--- config.mk ---
export PLATFORM = sky130hd
export DESIGN_NAME = prog_loader
export DESIGN_NICKNAME = d
export VERILOG_FILES = /design/src/rtl/prog_loader.sv
export SDC_FILE = /design/constraint.sdc
export NUM_CORES = 1
export LEC_CHECK = 0
export CORE_MARGIN = 2
export CORE_UTILIZATION = 50
export CTS_CLUSTER_DIAMETER = 50
export DETAILED_ROUTE_END_ITERATION = 8
export GPL_ROUTABILITY_DRIVEN = 0
export PLACE_DENSITY_LB_ADDON = 0.15
export RECOVER_POWER = 50
export SYNTH_ARGS = -nofsm -noshare
export SYNTH_HDL_FRONTEND = slang
export SYNTH_SLANG_ARGS = --single-unit
export TNS_END_PERCENT = 100
--- constraint.sdc ---
create_clock -name CPU_Clk -period 5.2 [get_ports CPU_Clk]
set_clock_uncertainty 0.05 [all_clocks]
set_input_delay 1.04 -clock CPU_Clk [delete_from_list [all_inputs] [get_ports CPU_Clk]]
set_output_delay 1.04 -clock CPU_Clk [all_outputs]
set_load 0.02 [all_outputs]
--- src/rtl/prog_loader.sv ---
// Program-load controller: receives a framed byte stream (sync, length, payload,
// checksum), writes the payload into instruction memory and releases the CPU.
module prog_loader #(
  parameter int          LENGTH     = 32,
  parameter logic [7:0]  START_BYTE = 8'hA5,
  parameter int          TIMEOUT    = 255
) (
  input  logic       CPU_Clk,
  input  logic       Reset,
  input  logic       load_req,
  input  logic [7:0] rx_data,
  input  logic       rx_valid,
  output logic       rx_ready,
  input  logic       mem_full,
  output logic       mem_clear,
  output logic       mem_WR,
  output logic [7:0] mem_data,
  output logic [5:0] byte_count,
  output logic       busy,
  output logic       cpu_run,
  output logic       error,
  output logic [1:0] err_code
);

  typedef enum logic [2:0] {IDLE, CLEAR, SYNC, LEN, DATA, CSUM, RUN, ERR} state_t;

  state_t     state, state_n;
  logic [7:0] csum, timer, sum_c;
  logic [5:0] remaining;
  logic [1:0] code_n;
  logic       hs, timed, tmo;

  always_comb begin
    rx_ready = 1'b0;
    case (state)
      SYNC, LEN, CSUM: rx_ready = 1'b1;
      DATA:            rx_ready = !mem_full;
      default:         rx_ready = 1'b0;
    endcase
  end

  assign hs       = rx_valid && rx_ready;
  assign mem_WR   = (state == DATA) && hs;
  assign mem_data = rx_data;
  assign sum_c    = csum + rx_data;
  assign timed    = (state == LEN) || (state == DATA) || (state == CSUM);
  // Fires on the idle edge that would take the counter to TIMEOUT.
  assign tmo      = timed && !hs && (timer == 8'(TIMEOUT - 1));

  always_comb begin
    state_n = state;
    code_n  = err_code;
    case (state)
      IDLE:  if (load_req) state_n = CLEAR;
      CLEAR: state_n = SYNC;
      SYNC:  if (hs && rx_data == START_BYTE) state_n = LEN;
      LEN: begin
        if (hs) begin
          if (rx_data == 8'd0 || rx_data > 8'(LENGTH - 1)) begin
            state_n = ERR; code_n = 2'd1;
          end else begin
            state_n = DATA;
          end
        end else if (tmo) begin
          state_n = ERR; code_n = 2'd3;
        end
      end
      DATA: begin
        if (mem_full) begin
          state_n = ERR; code_n = 2'd1;
        end else if (hs) begin
          if (remaining == 6'd1) state_n = CSUM;
        end else if (tmo) begin
          state_n = ERR; code_n = 2'd3;
        end
      end
      CSUM: begin
        if (hs) begin
          if (sum_c == 8'd0) state_n = RUN;
          else begin state_n = ERR; code_n = 2'd2; end
        end else if (tmo) begin
          state_n = ERR; code_n = 2'd3;
        end
      end
      default: state_n = state;
    endcase
    // A reload request overrides everything except an in-progress clear.
    if (load_req && state != CLEAR) state_n = CLEAR;
    if (state_n == CLEAR) code_n = 2'd0;
  end

  always_ff @(posedge CPU_Clk or posedge Reset) begin
    if (Reset) begin
      state      <= IDLE;
      mem_clear  <= 1'b0;
      busy       <= 1'b0;
      cpu_run    <= 1'b0;
      error      <= 1'b0;
      err_code   <= 2'd0;
      byte_count <= 6'd0;
      csum       <= 8'd0;
      timer      <= 8'd0;
      remaining  <= 6'd0;
    end else begin
      state     <= state_n;
      err_code  <= code_n;
      mem_clear <= (state_n == CLEAR);
      busy      <= (state_n == CLEAR) || (state_n == SYNC) || (state_n == LEN) ||
                   (state_n == DATA)  || (state_n == CSUM);
      cpu_run   <= (state_n == RUN);
      error     <= (state_n == ERR);

      if (state_n != state || hs || !timed) timer <= 8'd0;
      else                                  timer <= timer + 8'd1;

      if (state_n == CLEAR) begin
        byte_count <= 6'd0;
        csum       <= 8'd0;
        remaining  <= 6'd0;
      end else if (state == LEN && hs) begin
        remaining <= rx_data[5:0];
        csum      <= 8'd0;
      end else if (state == DATA && hs) begin
        csum      <= sum_c;
        remaining <= remaining - 6'd1;
        if (byte_count != 6'(LENGTH - 1)) byte_count <= byte_count + 6'd1;
      end
    end
  end

endmodule

==> results by group, run 1 <==
Status
  • Status: finished with violations
  • Failing checks: max-capacitance violations, max-slew violations

Min path
  • Hold depth: 2
  • Min-delay worst type: register to register
  • Hold Crit Endpoint: timer[7]
  • Min-delay src: timer[7]

Setup path
  • CP Launch Type: input pin
  • CP Class: input pin to primary output
  • Worst path arrival time: 3040 ps
  • R2r worst-path depth: 9
  • Reg2reg start: csum[0]
  • Req. time, crit path: 4110 ps
  • Reg2reg end: err_code[0]
  • Crit path capture type: primary output
  • Crit Path Max Fanout: 11
  • R2R setup slack: 2530 ps

Route
  • Routed WL per cell: 15.00 microns
  • Routed Antenna Nets: 0
  • Vias per inst: 5.626
  • DRC Markers: 0
  • 1st-iter DRT viols: 172
  • Initial DRT Pass Iterations: 4
  • Final wirelength: 5535 microns
  • Vias: 2076

Global route
  • Largest net degree at the start of global routing: 38
  • Initial antenna violation count: 0
  • Grt total ovfl: 0
  • First-pass GRT wire length: 9370 microns
  • Vias in the first global route: 1960
  • GRT Overall Usage: 0.2213

Synth
  • Number of flops mapped to enable cells by yosys: 0
  • Gate Count Post-Synth: 273
  • Seq/Total Area, Yosys: 0.3768
  • Synth Net Count: 299
  • Synth cell types: 56
  • Async set-reset flop share out of synthesis: 1.000
  • Synth Register Bits: 37
  • Post-Syn Area per Cell: 9.001 sq um
  • Ys Warns: 0
  • Post-synth top flop: dfrtp_1
  • Cell area after synthesis: 2457 sq um

Timing
  • Peak Freq: 242.1 MHz
  • Worst hold slack: 492.3 ps
  • Final setup viols: 0
  • Final Hold Fails: 0
  • TNS Setup: 0 ps
  • Worst slew margin: -0.3304
  • Least-Margin Pin Slew: 1996 ps
  • Final worst-path cycle share: 0.7944
  • Slew Viols, Final: 38
  • RSZ-0062 raised after global routing: no
  • Min Tclk post-route: 4131 ps

Power and ir drop
  • Total power: 1.138 mW
  • Pwr dens: 389.8 nW/um^2
  • Static Leak: 1.271 nW
  • VDD IR max: 0.1938 mV

Finish
  • Nets: 327
  • Fill count: 424
  • Layout cell share with drive strength beyond 1: 0.05629
  • Syn-to-layout area delta: 18.84%
  • Antenna Diode Count: 0
  • Final cell count without fillers: 369

Floorplanning
  • Die H: 74.11 microns
  • Die W: 74.11 microns
  • Core region area: 4723 sq um
  • Number of placed I/O pins: 35
  • Cell Rows: 25
  • Initial Utilization: 0.5203
  • Die Footprint: 5492 sq um

Clock tree
  • TritonCTS clock tree: built
  • Post-cts sizing count: 0
  • Worst-path clk slew: 80 ps
  • Clock buffer count from CTS: 5
  • Clk root buf: clkbuf_8
  • Clock sink count: 37
  • Setup Fix Bufs, Post-CTS: 0
  • Clock Latency Late Sink: 290 ps
  • H-tree depth: 2
  • Hold-fix buffers, CTS: 0
  • Max clock buf depth: 2

Placement
  • Port buffer count: 34
  • Detailed Place HPWL: 3986 microns
  • # placed instances: 361

Run
  • Max cap viols: 1
-- worst max path at each step --
stage                    start     endpoint  slack (ps)  cells after the start
detailed placement    rx_valid       mem_WR        1080                      5
global route          rx_valid       mem_WR         960                      5
floorplan           rx_data[0]  err_code[0]        2190                      9
global placement      rx_valid       mem_WR        1100                      5
finish                rx_valid       mem_WR        1070                      5
CTS                   rx_valid       mem_WR        1080                      5
-- final cells by class --
| cell class | instances | area, sq um | area share |
|---|---|---|---|
| Clock buffer | 6 | 82.58 | 0.02828 |
| Clock inverter | 2 | 37.54 | 0.01285 |
| Sequential cell | 37 | 925.9 | 0.3171 |
| Multi-Input combinational cell | 208 | 1390 | 0.4760 |
| Tap cell | 67 | 83.83 | 0.02871 |
| Timing Repair Buffer | 37 | 355.3 | 0.1217 |
| Inverter | 12 | 45.04 | 0.01542 |
-- flip-flops by register name (all words and copies together), names as in the netlist, 2 cells and up --
signal,flops
csum,8
state,3
err_code,2
timer,8
byte_count,6
remaining,6
-- cell usage after synthesis, drive strengths merged (3+ instances only) --
| master | number | area [sq um] |
|---|---|---|
| nor2 | 41 | 156.4 |
| o22ai | 4 | 25.02 |
| nor3 | 9 | 45.04 |
| o21a | 3 | 22.52 |
| a22oi | 6 | 45.04 |
| inv | 12 | 45.04 |
| nand3 | 11 | 55.05 |
| buf | 14 | 88.83 |
| o21ai | 17 | 85.08 |
| nand2 | 15 | 56.30 |
| a21oi | 13 | 65.06 |
| a211oi | 6 | 50.05 |
| nand4 | 4 | 25.02 |
| dfrtp | 37 | 925.9 |
| a221oi | 3 | 43.80 |
| nand2b | 5 | 31.28 |
| xor2 | 9 | 78.83 |
| or3 | 3 | 23.77 |
| ha | 12 | 150.1 |
| xnor2 | 7 | 61.31 |
| nor3b | 3 | 22.52 |
| nor2b | 4 | 25.02 |
| a31oi | 3 | 18.77 |
-- per-layer routing --
layer,track usage,vias to the layer above,part of all wire
li1,-,1027,-
met1,0.3210,984,0.48
met2,0.3423,58,0.45
met3,0.04743,7,0.056
met4,0.04848,0,0.011
met5,0,-,0
-- report_power, final --
| group | switching [mW] | internal, mW | leakage (nW) |
|---|---|---|---|
| registers | 0.0748 | 0.337 | 0.501 |
| logic | 0.269 | 0.191 | 0.712 |
| clock network | 0.111 | 0.156 | 0.0574 |
| total | 0.454 | 0.684 | 1.27 |
-- kinds of logic after synthesis --
group	after synthesis	synth area share
AO/OA/AOI/OAI	72	0.2057
buffers and inverters	28	0.05753
AND/OR/NAND/NOR	104	0.2144
flip-flops	37	0.3768
adder cells (fa/ha/maj)	13	0.06925
multiplexers	2	0.008147
XOR/XNOR	17	0.06823
-- worst max-delay path, cell delays in order --
cell and delay, ps:
clkdlybuf4s50_1 680, nand4_1 140, buf_4 210, inv_1 290, clkdlybuf4s50_1 670
-- stage by stage --
| stage | setup WS [ps] | util | instance area [sq um] |
|---|---|---|---|
| after global placement | 1100 | 0.5944 | 2808 |
| after detailed placement | 1078 | 0.5944 | 2808 |
| final | 1069 | 0.6183 | 2920 |
| after global routing | 955.6 | 0.6183 | 2920 |
| after CTS | 1079 | 0.6199 | 2928 |
| after floorplan | 2195 | - | 2457 |
-- layout by cell type, fill, tap and decap left out, types with 5 or more instances in the layout --
master / Yosys / final
nor2_1: 40 / 40
dfrtp_1: 37 / 37
clkdlybuf4s50_1: 0 / 23
nand2_1: 15 / 15
o21ai_0: 15 / 15
a21oi_1: 13 / 13
inv_1: 12 / 12
ha_1: 12 / 12
nand3_1: 11 / 11
dlygate4sd3_1: 0 / 11
nor3_1: 9 / 9
xor2_1: 9 / 9
xnor2_1: 7 / 7
a22oi_1: 6 / 6
clkbuf_8: 0 / 6
nand2b_1: 5 / 5
a211oi_1: 5 / 5
Power figures use the tool's default switching activity.
==> inputs of run 2 (changes only) <==
==> constraint.sdc (replaced) <==
create_clock -name CPU_Clk -period 4 [get_ports CPU_Clk]
set_clock_uncertainty 0.05 [all_clocks]
set_input_delay 0.8 -clock CPU_Clk [delete_from_list [all_inputs] [get_ports CPU_Clk]]
set_output_delay 0.8 -clock CPU_Clk [all_outputs]
set_load 0.02 [all_outputs]
==> results by group, run 2 (synthesized netlist as in run 1, its figures left out) <==
Global route
  • Vias in the first global route: 1973
  • First-pass GRT wire length: 9487 microns
  • Largest net degree at the start of global routing: 38
  • GRT Overall Usage: 0.2304
  • Initial antenna violation count: 0
  • Grt total ovfl: 0

Floorplanning
  • Die H: 74.11 microns
  • Initial Utilization: 0.5203
  • Number of placed I/O pins: 35
  • Die W: 74.11 microns
  • Cell Rows: 25
  • Core region area: 4723 sq um
  • Die Footprint: 5492 sq um

Finish
  • Antenna Diode Count: 0
  • Nets: 329
  • Commonest non-fill, non-tap cell in the layout: nor2_1
  • Top Registers: csum (8), timer (8)
  • Final cell count without fillers: 370
  • Layout cell share with drive strength beyond 1: 0.05611
  • Syn-to-layout area delta: 18.08%
  • Most frequent cells in the layout: nor2_1, dfrtp_1, clkdlybuf4s50_1
  • Post-route cell area: 2902 sq um

Route
  • 1st-iter DRT viols: 143
  • DRC Markers: 0
  • Vias: 2121
  • Initial DRT Pass Iterations: 4
  • Routed Antenna Nets: 0
  • Routed WL per cell: 15.55 microns
  • Vias per inst: 5.732
  • Final wirelength: 5755 microns

Power and ir drop
  • Pwr dens: 488.0 nW/um^2
  • Pint: 0.8268 mW
  • Logic gate share of total power: 0.429
  • Clk pwr share: 0.191
  • Sw Share: 0.4161
  • Switching pwr: 0.5891 mW
  • Flop pwr share: 0.380
  • Static Leak: 1.266 nW
  • VDD IR max: 0.2473 mV

Placement
  • Detailed Place HPWL: 4193 microns
  • # placed instances: 363
  • Port buffer count: 34
  • DP Area: 2823 sq um

Timing
  • Final worst-path cycle share: 0.8401
  • Min Tclk post-route: 3360 ps
  • Final Hold Fails: 0
  • RSZ-0062 raised after global routing: no
  • Final setup viols: 0
  • Slew Viols, Final: 38
  • Peak Freq: 297.6 MHz
  • TNS Setup: 0 ps
  • Worst slew margin: -0.3506
  • Least-Margin Pin Slew: 2026 ps

Min path
  • Hold depth: 1
  • Min-delay worst type: register to register

Clock tree
  • Worst-path clk slew: 70 ps
  • Clock buffer count from CTS: 5
  • Clock sink count: 37
  • Post-cts sizing count: 0
  • H-tree depth: 2
  • Clock Latency Late Sink: 300 ps
  • Clk root buf: clkbuf_8
  • TritonCTS clock tree: built
  • Setup Fix Bufs, Post-CTS: 0
  • Max clock buf depth: 2
  • Hold-fix buffers, CTS: 0

Run
  • Max cap viols: 1

Setup path
  • Worst path arrival time: 2510 ps
  • R2r worst-path depth: 8
  • CP Launch Type: input pin
  • Crit path from: mem_full
  • Crit path capture: rx_ready
  • CP Class: input pin to primary output
  • Crit path capture type: primary output
  • Reg2reg start: csum[1]
  • Reg2reg end: err_code[0]
  • Crit Path Max Fanout: 4
  • R2R setup slack: 1430 ps
  • Req. time, crit path: 3150 ps

Status
  • Status: finished with violations
  • Failing checks: max-capacitance violations, max-slew violations
==> run 2: cell types whose count changed in the layout (fill, tap and decap cells not counted) <==
cell,previous run,this run
buf_4,1,3
bufinv_16,1,0
clkbuf_1,2,3
clkinvlp_4,1,0
==> run 2: area by class of cell <==
type / instances / area (sq um)
well taps: 67 / 83.83
fillers: 436 / 1822
flip-flops and latches: 37 / 925.9
multi-input cells: 208 / 1390
inverters: 12 / 45.04
repair buffers: 39 / 370.4
clock buffers: 7 / 86.33
==> run 2: metrics by stage <==
step                hold slack, ps  setup slack [ps]    util  total power, mW
floorplan                    436.8              1235       -           0.9728
global placement             477.1             559.3  0.5976            1.152
detailed placement           475.3             449.9  0.5976            1.158
CTS                          494.0             669.3  0.6159            1.430
global route                 521.5             471.3  0.6143            1.516
finish                       490.0             639.7  0.6143            1.416
==> run 2: worst min-delay path by stage <==
stage          startpoint        to  slack [ps]
2_1_floorplan    timer[0]  timer[0]         440
3_3_place_gp     timer[0]  timer[0]         480
3_5_place_dp     timer[5]  timer[5]         480
4_1_cts          timer[0]  timer[0]         490
5_1_grt          timer[0]  timer[0]         520
6_report         timer[0]  timer[0]         490
==> run 2: power by group through the flow <==
stage | clock, mW | sequential, mW | combinational (mW)
6_report | 0.270 | 0.539 | 0.607
5_1_grt | 0.291 | 0.550 | 0.675
4_1_cts | 0.277 | 0.538 | 0.615
3_5_place_dp | 0 | 0.546 | 0.613
3_3_place_gp | 0 | 0.546 | 0.607
2_1_floorplan | 0 | 0.509 | 0.464
==> run 2: critical path, stage by stage <==
cell,delay (ps)
clkdlybuf4s50_1,490
nor2b_1,200
o21ai_1,340
clkdlybuf4s50_1,680
==> run 2: per-layer routing <==
layer,share of wire,vias up,GRT usage
met5,0,-,0
met4,0.018,0,0.08283
met3,0.047,8,0.04201
met2,0.45,57,0.3462
met1,0.48,1014,0.3333
li1,-,1042,-
